**config.mk**
```make
export PLATFORM = sky130hd
export DESIGN_NAME = rf_write_arbiter
export DESIGN_NICKNAME = d
export VERILOG_FILES = /design/src/rtl/rf_write_arbiter.sv
export SDC_FILE = /design/constraint.sdc
export NUM_CORES = 1
export LEC_CHECK = 0
export ABC_AREA = 1
export BUFFER_PORTS_ARGS = -buffer_cell sky130_fd_sc_hd__buf_2
export CORE_UTILIZATION = 45
export DETAILED_ROUTE_END_ITERATION = 10
export GPL_ROUTABILITY_DRIVEN = 1
export PLACE_DENSITY = 0.77
export SETUP_SLACK_MARGIN = 0.3
export SKIP_LAST_GASP = 1
export SLEW_MARGIN = 30
export SYNTH_ARGS = -nofsm -noshare
export SYNTH_HDL_FRONTEND = slang
export SYNTH_SLANG_ARGS = --single-unit
```
**constraint.sdc**
```tcl
create_clock -name clk -period 1.36 [get_ports clk]
set_input_delay 0.068 -clock clk [delete_from_list [all_inputs] [get_ports clk]]
set_output_delay 0.068 -clock clk [all_outputs]
set_load 0.02 [all_outputs]
```
**src/rtl/rf_write_arbiter.sv**
```systemverilog
// rf_write_arbiter
// Shares the register file write port (we/A3/WD3) between the core writeback
// path (requester 0) and the debug/loader path (requester 1). Grants alternate
// round-robin, and every grant is registered onto the write port one cycle
// later. Writes to $zero still complete their handshake, but they leave rf_we
// low and bump a saturating counter.
//
// Optional feature macro: RF_CLEAR_EN. When it is defined, a post-reset sweep
// writes 0 to registers 1..NUM_REGS-1 before any requester is served.
//
// Ports:
//   clk, rst_n            clock (rising edge), async active-low reset
//   req0_valid/addr/data  writeback request          -> req0_ready
//   req1_valid/addr/data  debug/loader request       -> req1_ready
//   rf_we, rf_A3, rf_WD3  registered register file write port
//   init_done             high once requesters may be served
//   last_grant            id of the most recently accepted requester
//   zero_wr_cnt           saturating count of accepted writes to address 0
module rf_write_arbiter #(
  parameter int unsigned DATA_W   = 32,
  parameter int unsigned ADDR_W   = 5,
  parameter int unsigned NUM_REGS = 32,
  parameter int unsigned CNT_W    = 8
) (
  input  logic              clk,
  input  logic              rst_n,
  input  logic              req0_valid,
  input  logic [ADDR_W-1:0] req0_addr,
  input  logic [DATA_W-1:0] req0_data,
  output logic              req0_ready,
  input  logic              req1_valid,
  input  logic [ADDR_W-1:0] req1_addr,
  input  logic [DATA_W-1:0] req1_data,
  output logic              req1_ready,
  output logic              rf_we,
  output logic [ADDR_W-1:0] rf_A3,
  output logic [DATA_W-1:0] rf_WD3,
  output logic              init_done,
  output logic              last_grant,
  output logic [CNT_W-1:0]  zero_wr_cnt
);

  localparam logic [CNT_W-1:0] CNT_MAX = '1;

  logic              we_q, we_d;
  logic [ADDR_W-1:0] a3_q, a3_d;
  logic [DATA_W-1:0] wd_q, wd_d;
  logic              lg_q, lg_d;
  logic              ptr_q, ptr_d;
  logic [CNT_W-1:0]  cnt_q, cnt_d;

  logic              run_c;
  logic              grant_c;
  logic              win_c;
  logic [ADDR_W-1:0] win_addr_c;
  logic [DATA_W-1:0] win_data_c;

`ifdef RF_CLEAR_EN
  localparam logic [ADDR_W-1:0] LAST_IDX = ADDR_W'(NUM_REGS - 1);

  typedef enum logic {
    ST_CLEAR = 1'b0,
    ST_RUN   = 1'b1
  } state_e;

  state_e            state_q, state_d;
  logic [ADDR_W-1:0] idx_q, idx_d;
  logic              init_q, init_d;

  assign run_c     = (state_q == ST_RUN);
  assign init_done = init_q;
`else
  assign run_c     = 1'b1;
  assign init_done = 1'b1;
`endif

  // Round-robin readies: a lone requester always wins; on a tie the pointer decides.
  assign req0_ready = run_c & req0_valid & (~req1_valid | ~ptr_q);
  assign req1_ready = run_c & req1_valid & (~req0_valid |  ptr_q);

  assign grant_c    = req0_ready | req1_ready;
  assign win_c      = req1_ready;
  assign win_addr_c = win_c ? req1_addr : req0_addr;
  assign win_data_c = win_c ? req1_data : req0_data;

  // Next-state computation for the write port, arbitration and sweep.
  always_comb begin
    we_d  = 1'b0;
    a3_d  = a3_q;
    wd_d  = wd_q;
    lg_d  = lg_q;
    ptr_d = ptr_q;
    cnt_d = cnt_q;
`ifdef RF_CLEAR_EN
    state_d = state_q;
    idx_d   = idx_q;
    init_d  = init_q;
    if (state_q == ST_CLEAR) begin
      we_d  = 1'b1;
      a3_d  = idx_q;
      wd_d  = '0;
      idx_d = idx_q + ADDR_W'(1);
      if (idx_q == LAST_IDX) begin
        state_d = ST_RUN;
        init_d  = 1'b1;
      end
    end
`endif
    if (grant_c) begin
      a3_d  = win_addr_c;
      wd_d  = win_data_c;
      we_d  = (win_addr_c != '0);
      lg_d  = win_c;
      ptr_d = ~win_c;
      // $zero writes are absorbed: the handshake completes but only the counter moves.
      if ((win_addr_c == '0) && (cnt_q != CNT_MAX)) begin
        cnt_d = cnt_q + CNT_W'(1);
      end
    end
  end

  // State registers.
  always_ff @(posedge clk or negedge rst_n) begin
    if (!rst_n) begin
      we_q    <= 1'b0;
      a3_q    <= '0;
      wd_q    <= '0;
      lg_q    <= 1'b0;
      ptr_q   <= 1'b0;
      cnt_q   <= '0;
`ifdef RF_CLEAR_EN
      state_q <= ST_CLEAR;
      idx_q   <= ADDR_W'(1);
      init_q  <= 1'b0;
`endif
    end else begin
      we_q    <= we_d;
      a3_q    <= a3_d;
      wd_q    <= wd_d;
      lg_q    <= lg_d;
      ptr_q   <= ptr_d;
      cnt_q   <= cnt_d;
`ifdef RF_CLEAR_EN
      state_q <= state_d;
      idx_q   <= idx_d;
      init_q  <= init_d;
`endif
    end
  end

  assign rf_we       = we_q;
  assign rf_A3       = a3_q;
  assign rf_WD3      = wd_q;
  assign last_grant  = lg_q;
  assign zero_wr_cnt = cnt_q;

endmodule

```
# [After elaboration in Yosys (flattened, before gate mapping)]
# Cells that the tools add are included.
[totals] ff_bits=48 inputBits=78 out_inout_bits=50 word_cells=24
[op_classes] add_sub_neg=1 eq_ne=1 n_mux=3 bitwise=9 reduce_logical=4
[op_table] operator="$mux 32" n=1
[op_table] operator="$add 8x1->8 const B" n=1
[op_table] operator="$ne 8x8->1 const B" n=1
[op_table] operator="$logic_not 5->1" n=1
[op_table] operator="$mux 5" n=1
[op_table] operator="$reduce_bool 5->1" n=1
[op_table] operator="$not 1->1" n=4
[op_table] operator="$or 1x1->1" n=3
[op_table] operator="$and 1x1->1" n=2
[op_table] operator="$reduce_and 2->1" n=1
[op_table] operator="$logic_and 1x1->1" n=1
[op_table] operator="$mux 1" n=1

# [Longest topological paths before layout]
[logic_depth] word_depth=7 depth_mapped=10 mapped_depth_nobuf=9

# [Least setup slack after synthesis]
# No wires, ideal clock.
[synth_timing] path_kind="reg2reg" start="reg cnt_q[0] (netlist: zero_wr_cnt[0])" end="reg cnt_q[6] (netlist: zero_wr_cnt[6])" setup_ns=0.065 arrival_time_ns=1.326 t_required_ns=1.295 slack_ns=-0.032 path_stages_with_launch=8 n_path_buf=0 synth_period_minus_slack_ns=1.392 cell_sequence="dfrtp_1 -> ha_1 -> nand2_1 -> inv_1 -> nand4_4 -> nand4_4 -> nand2_1 -> nand2_1"
[synth_via] elab_chain_cells=3 elab_cells_between_ends=4 cone_classes="1 x add/sub; 1 x eq/ne; 2 x reduce/logical"
[synth_lines] element="start, declared" line="50" text="logic [CNT_W-1:0] cnt_q, cnt_d;"
[synth_lines] element="start signal, assigned" line="142" text="cnt_q <= cnt_d;"
[synth_lines] element="branches (longest 3 deep; another with $add 8x1->8)"
# Several ways; the timed one is not identified.
# A chain may end at the register's enable or synchronous reset.

# [Worst setup path in the final report]
[layout_timing] start="reg ptr_q" end="reg cnt_q[5] (netlist: zero_wr_cnt[5])"
[layout_via] elab_chain_cells=6 elab_cells_between_ends=10 cone_classes="1 x mux; 6 x bitwise; 3 x reduce/logical"
[layout_lines] element="start, declared" line="49" text="logic ptr_q, ptr_d;"
[layout_lines] element="start signal, assigned" line="141" text="ptr_q <= ptr_d;"
[layout_lines] element="$or 1x1->1" line="79" text="assign req1_ready = run_c & req1_valid & (~req0_valid | ptr_q);"
[layout_lines] element="$and 1x1->1" line="79"
[layout_lines] element="$mux 5" line="83" text="assign win_addr_c = win_c ? req1_addr : req0_addr;"
[layout_lines] element="$logic_not 5->1" line="116" text="if ((win_addr_c == '0) && (cnt_q != CNT_MAX)) begin"
[layout_lines] element="$logic_and 1x1->1" line="116"
[layout_lines] element="$reduce_and 2->1 (no line) (*)"
# Mark *: on every way between the ends. The rest lies on a longest branch, timed or not.

==> summary.txt <==
Power and ir drop
  – Peak VDD IR: 0.611 mV
  – Total power: 4.26 mW
  – Pwr dens: 1020 mW/mm2
  – Static leakage: 2.21 nW

Floorplanning
  – Core area: 0.00520 mm2
  – # rows: 26
  – Die width: 76.3 um
  – Die H: 76.3 um
  – Initial Util: 47.8%
  – DIE AREA: 0.00583 mm2
  – Io pins: 128

Clocking
  – Sink Count: 48
  – Reg clk slew, reported paths: 0.09 ns
  – H-tree depth: 2
  – CTS Buf Count: 5
  – Clock Latency Late Sink: 0.30 ns
  – CTS tree: built
  – Root Buffer Master: clkbuf_8
  – Clock Path Buffers: 2

Placement
  – RePlAce Congestion: 0.808
  – DP HPWL: 4.55 mm
  – Port Buf Inserts: 126
  – Dpl cells: 496

Logic synthesis
  – Syn Std Cell Area: 0.00249 mm2
  – Post-synthesis sequential area ratio: 48.3%
  – Predominant post-synthesis flop cell: dfrtp_1
  – Number of enable flip-flop cells after synthesis: 0
  – Ys Warns: 0
  – Syn_nets: 383
  – Post-Synthesis Cells: 304
  – Asr flop ratio synth: 100%
  – Flops & latches, synth: 48
  – Synth top area cells: dfrtp_1 (48%), nand2_1 (20%), nand3_1 (7.0%)
  – Yosys top cell by area: dfrtp_1
  – Yosys cell types: 26
  – Top cell type's share of synthesized area: 48.3%
  – Synthesized area per cell: 8.18 um2

Timing
  – Final WS setup: -0.0653 ns
  – Final hold vios: 1
  – Max-slew violations: 0
  – Period utilization: 105%
  – Post-route setup TNS: -0.463 ns
  – Fmax: 0.702 GHz
  – Final Skew: 0.00815 ns
  – Hold WS: -0.00480 ns
  – RSZ-0062 raised after global routing: yes
  – Final setup vio count: 11
  – Period minus WS final: 1.43 ns

Hold path
  – Hold worst-path end: rf_WD3[17]
  – Hold depth: 3
  – Hold path start: req1_data[17]
  – HP Class: in -> reg

Finish
  – Nets@finish: 579
  – Register area: 0.00121 mm2
  – Area growth, synth to finish: 67.7%
  – Share of layout cells above drive strength 1: 41.7%
  – Finished Layout Cells: 572
  – Fillcell total: 326
  – Area of the multi-input gates: 0.00126 mm2

Run status
  – Status: complete, but fails checks
  – Violated checks: negative hold slack, negative setup slack

Drt
  – DR vias: 2999
  – Post-route ant nets: 0
  – # DRC: 0
  – Initial DRC count: 204
  – Final wirelength: 8.80 mm
  – Vias per cell: 5.24
  – Avg WL per Cell: 15.4 um
  – First drt pass iteration count: 5

Worst setup path
  – Setup CP Type: reg -> reg
  – Crit. End Element: register
  – Startpoint types: register
  – WP data arrival: 1.62 ns
  – Slowest CP cell: dfrtp_1
  – Critical Path Most Common Cell: nand2_1
  – R2R setup slack: -0.07 ns
  – RR Endpoint: zero_wr_cnt[5]
  – Critical path required time: 1.55 ns
  – Crit-path max cell delay: 0.45 ns
  – R2r worst-path depth: 9
  – Reg2reg start: ptr_q
  – CP cell instances: inv_2 > nand2_4 > nand2_8 > nand2_2 > o21ai_2 > nor2_4 > nand4_4 > nand2_1 > nand2_1
  – Crit-path max FO: 8

Global routing
  – Pin count of the biggest net entering global routing: 49
  – First-pass GRT wire length: 14.0 mm
  – Initial antenna violation count: 1
  – Tot GR Track Use: 30.7%
  – Vias in the first global route: 2952
  – Total gr overflow: 0

Job
  – Max cap viols: 0
[power by group]
group	internal, mW	switching [mW]	leakage (nW)
combinational	0.678	0.935	1.60
clock	0.368	0.479	0.0424
sequential	1.64	0.154	0.570
[worst max-delay path by stage]
stage | cells past startpoint | startpoint | to | slack (ns)
after global placement | 9 | ptr_q | zero_wr_cnt[1] | 0.01
after floorplan | 9 | ptr_q | zero_wr_cnt[6] | 0.07
final | 9 | ptr_q | zero_wr_cnt[5] | -0.07
after CTS | 9 | ptr_q | zero_wr_cnt[6] | -0.03
after global routing | 9 | ptr_q | zero_wr_cnt[2] | -0.14
after detailed placement | 9 | ptr_q | zero_wr_cnt[2] | -0.08
[cell usage after synthesis (3+ instances only)]
| cell | n |
|---|---|
| nand3_1 | 35 |
| inv_1 | 16 |
| o21ai_0 | 6 |
| nand4_1 | 9 |
| buf_2 | 7 |
| o21ai_1 | 3 |
| nor2_1 | 10 |
| nand2_4 | 12 |
| nand2_2 | 5 |
| clkbuf_1 | 3 |
| dfrtp_1 | 48 |
| nand2_1 | 130 |
[routing by layer]
layer / GRT usage, % / wire [um] / up-vias
met4: 14.2 / 301 / 0
met2: 54.3 / 4530 / 212
met3: 6.23 / 753 / 41
met5: 0 / 0 / -
li1: - / - / 1355
met1: 35.5 / 3210 / 1391
[worst max-delay path: cells and delay by family (launching register included)]
| family | cells | cell delay (ns) |
|---|---|---|
| DFF | 1 | 0.45 |
| buffers and inverters | 1 | 0.08 |
| and+or+nand+nor | 7 | 0.73 |
| AOI/OAI and AO/OA | 1 | 0.07 |
[area by class of cell]
cell class              instances  share of cell area, %
clock inverters                 1                  0.210
clock buffers                   7                   1.83
diodes                          1                 0.0600
well taps                      70                   2.10
flip-flops and latches         48                   29.0
repair buffers                200                   35.0
inverters                      18                   1.74
multi-input cells             227                   30.1
[placed cells by master, fill, tap and decap left out, types with 3 or more instances in the layout]
| master | instances |
|---|---|
| inv_2 | 3 |
| inv_1 | 13 |
| o21ai_1 | 4 |
| buf_6 | 4 |
| dfrtp_2 | 6 |
| nand3_2 | 4 |
| nand3_1 | 31 |
| clkbuf_8 | 5 |
| nor2_4 | 3 |
| o21ai_0 | 4 |
| nand2_1 | 120 |
| nand2_2 | 11 |
| buf_12 | 4 |
| nand2_4 | 14 |
| nor2_1 | 8 |
| buf_4 | 11 |
| dfrtp_1 | 42 |
| buf_2 | 124 |
| nand4_1 | 9 |
| nor2_2 | 3 |
| dlygate4sd3_1 | 52 |
[stage by stage]
stage          setup WS, ns  utilization, %  cell area, um2
2_1_floorplan        0.0746               -            2520
3_3_place_gp         0.0150            62.5            3250
3_5_place_dp        -0.0777            62.5            3250
4_1_cts             -0.0276            78.1            4060
5_1_grt              -0.137            80.1            4170
6_report            -0.0653            80.1            4170
[cell families after synthesis]
group,Yosys count,share of synthesized area [%]
buffers and inverters,31,6.14
adders and majority gates,1,0.503
other,1,0.151
xor gates and xnor gates,4,1.41
DFF,48,48.3
AOI/OAI and AO/OA,11,2.21
and+or+nand+nor,208,41.3
[state kept, by name, summed over array words and instances, names as in the netlist]
| register | cells |
|---|---|
| last_grant | 1 |
| rf_WD3 | 32 |
| zero_wr_cnt | 8 |
| ptr_q | 1 |
| rf_we | 1 |
| rf_A3 | 5 |
[timing repair]
| action | CTS | global route |
|---|---|---|
| resized for setup | 30 | 11 |
| gates cloned | 3 | 2 |
| pin swaps | 13 | 5 |
| hold endpoints to repair | 75 | 1 |
| setup endpoints to repair | 49 | 50 |
| setup buffers | 6 | 4 |
| hold buffers | 51 | 1 |
No activity file was read; power rests on OpenSTA's default activity.
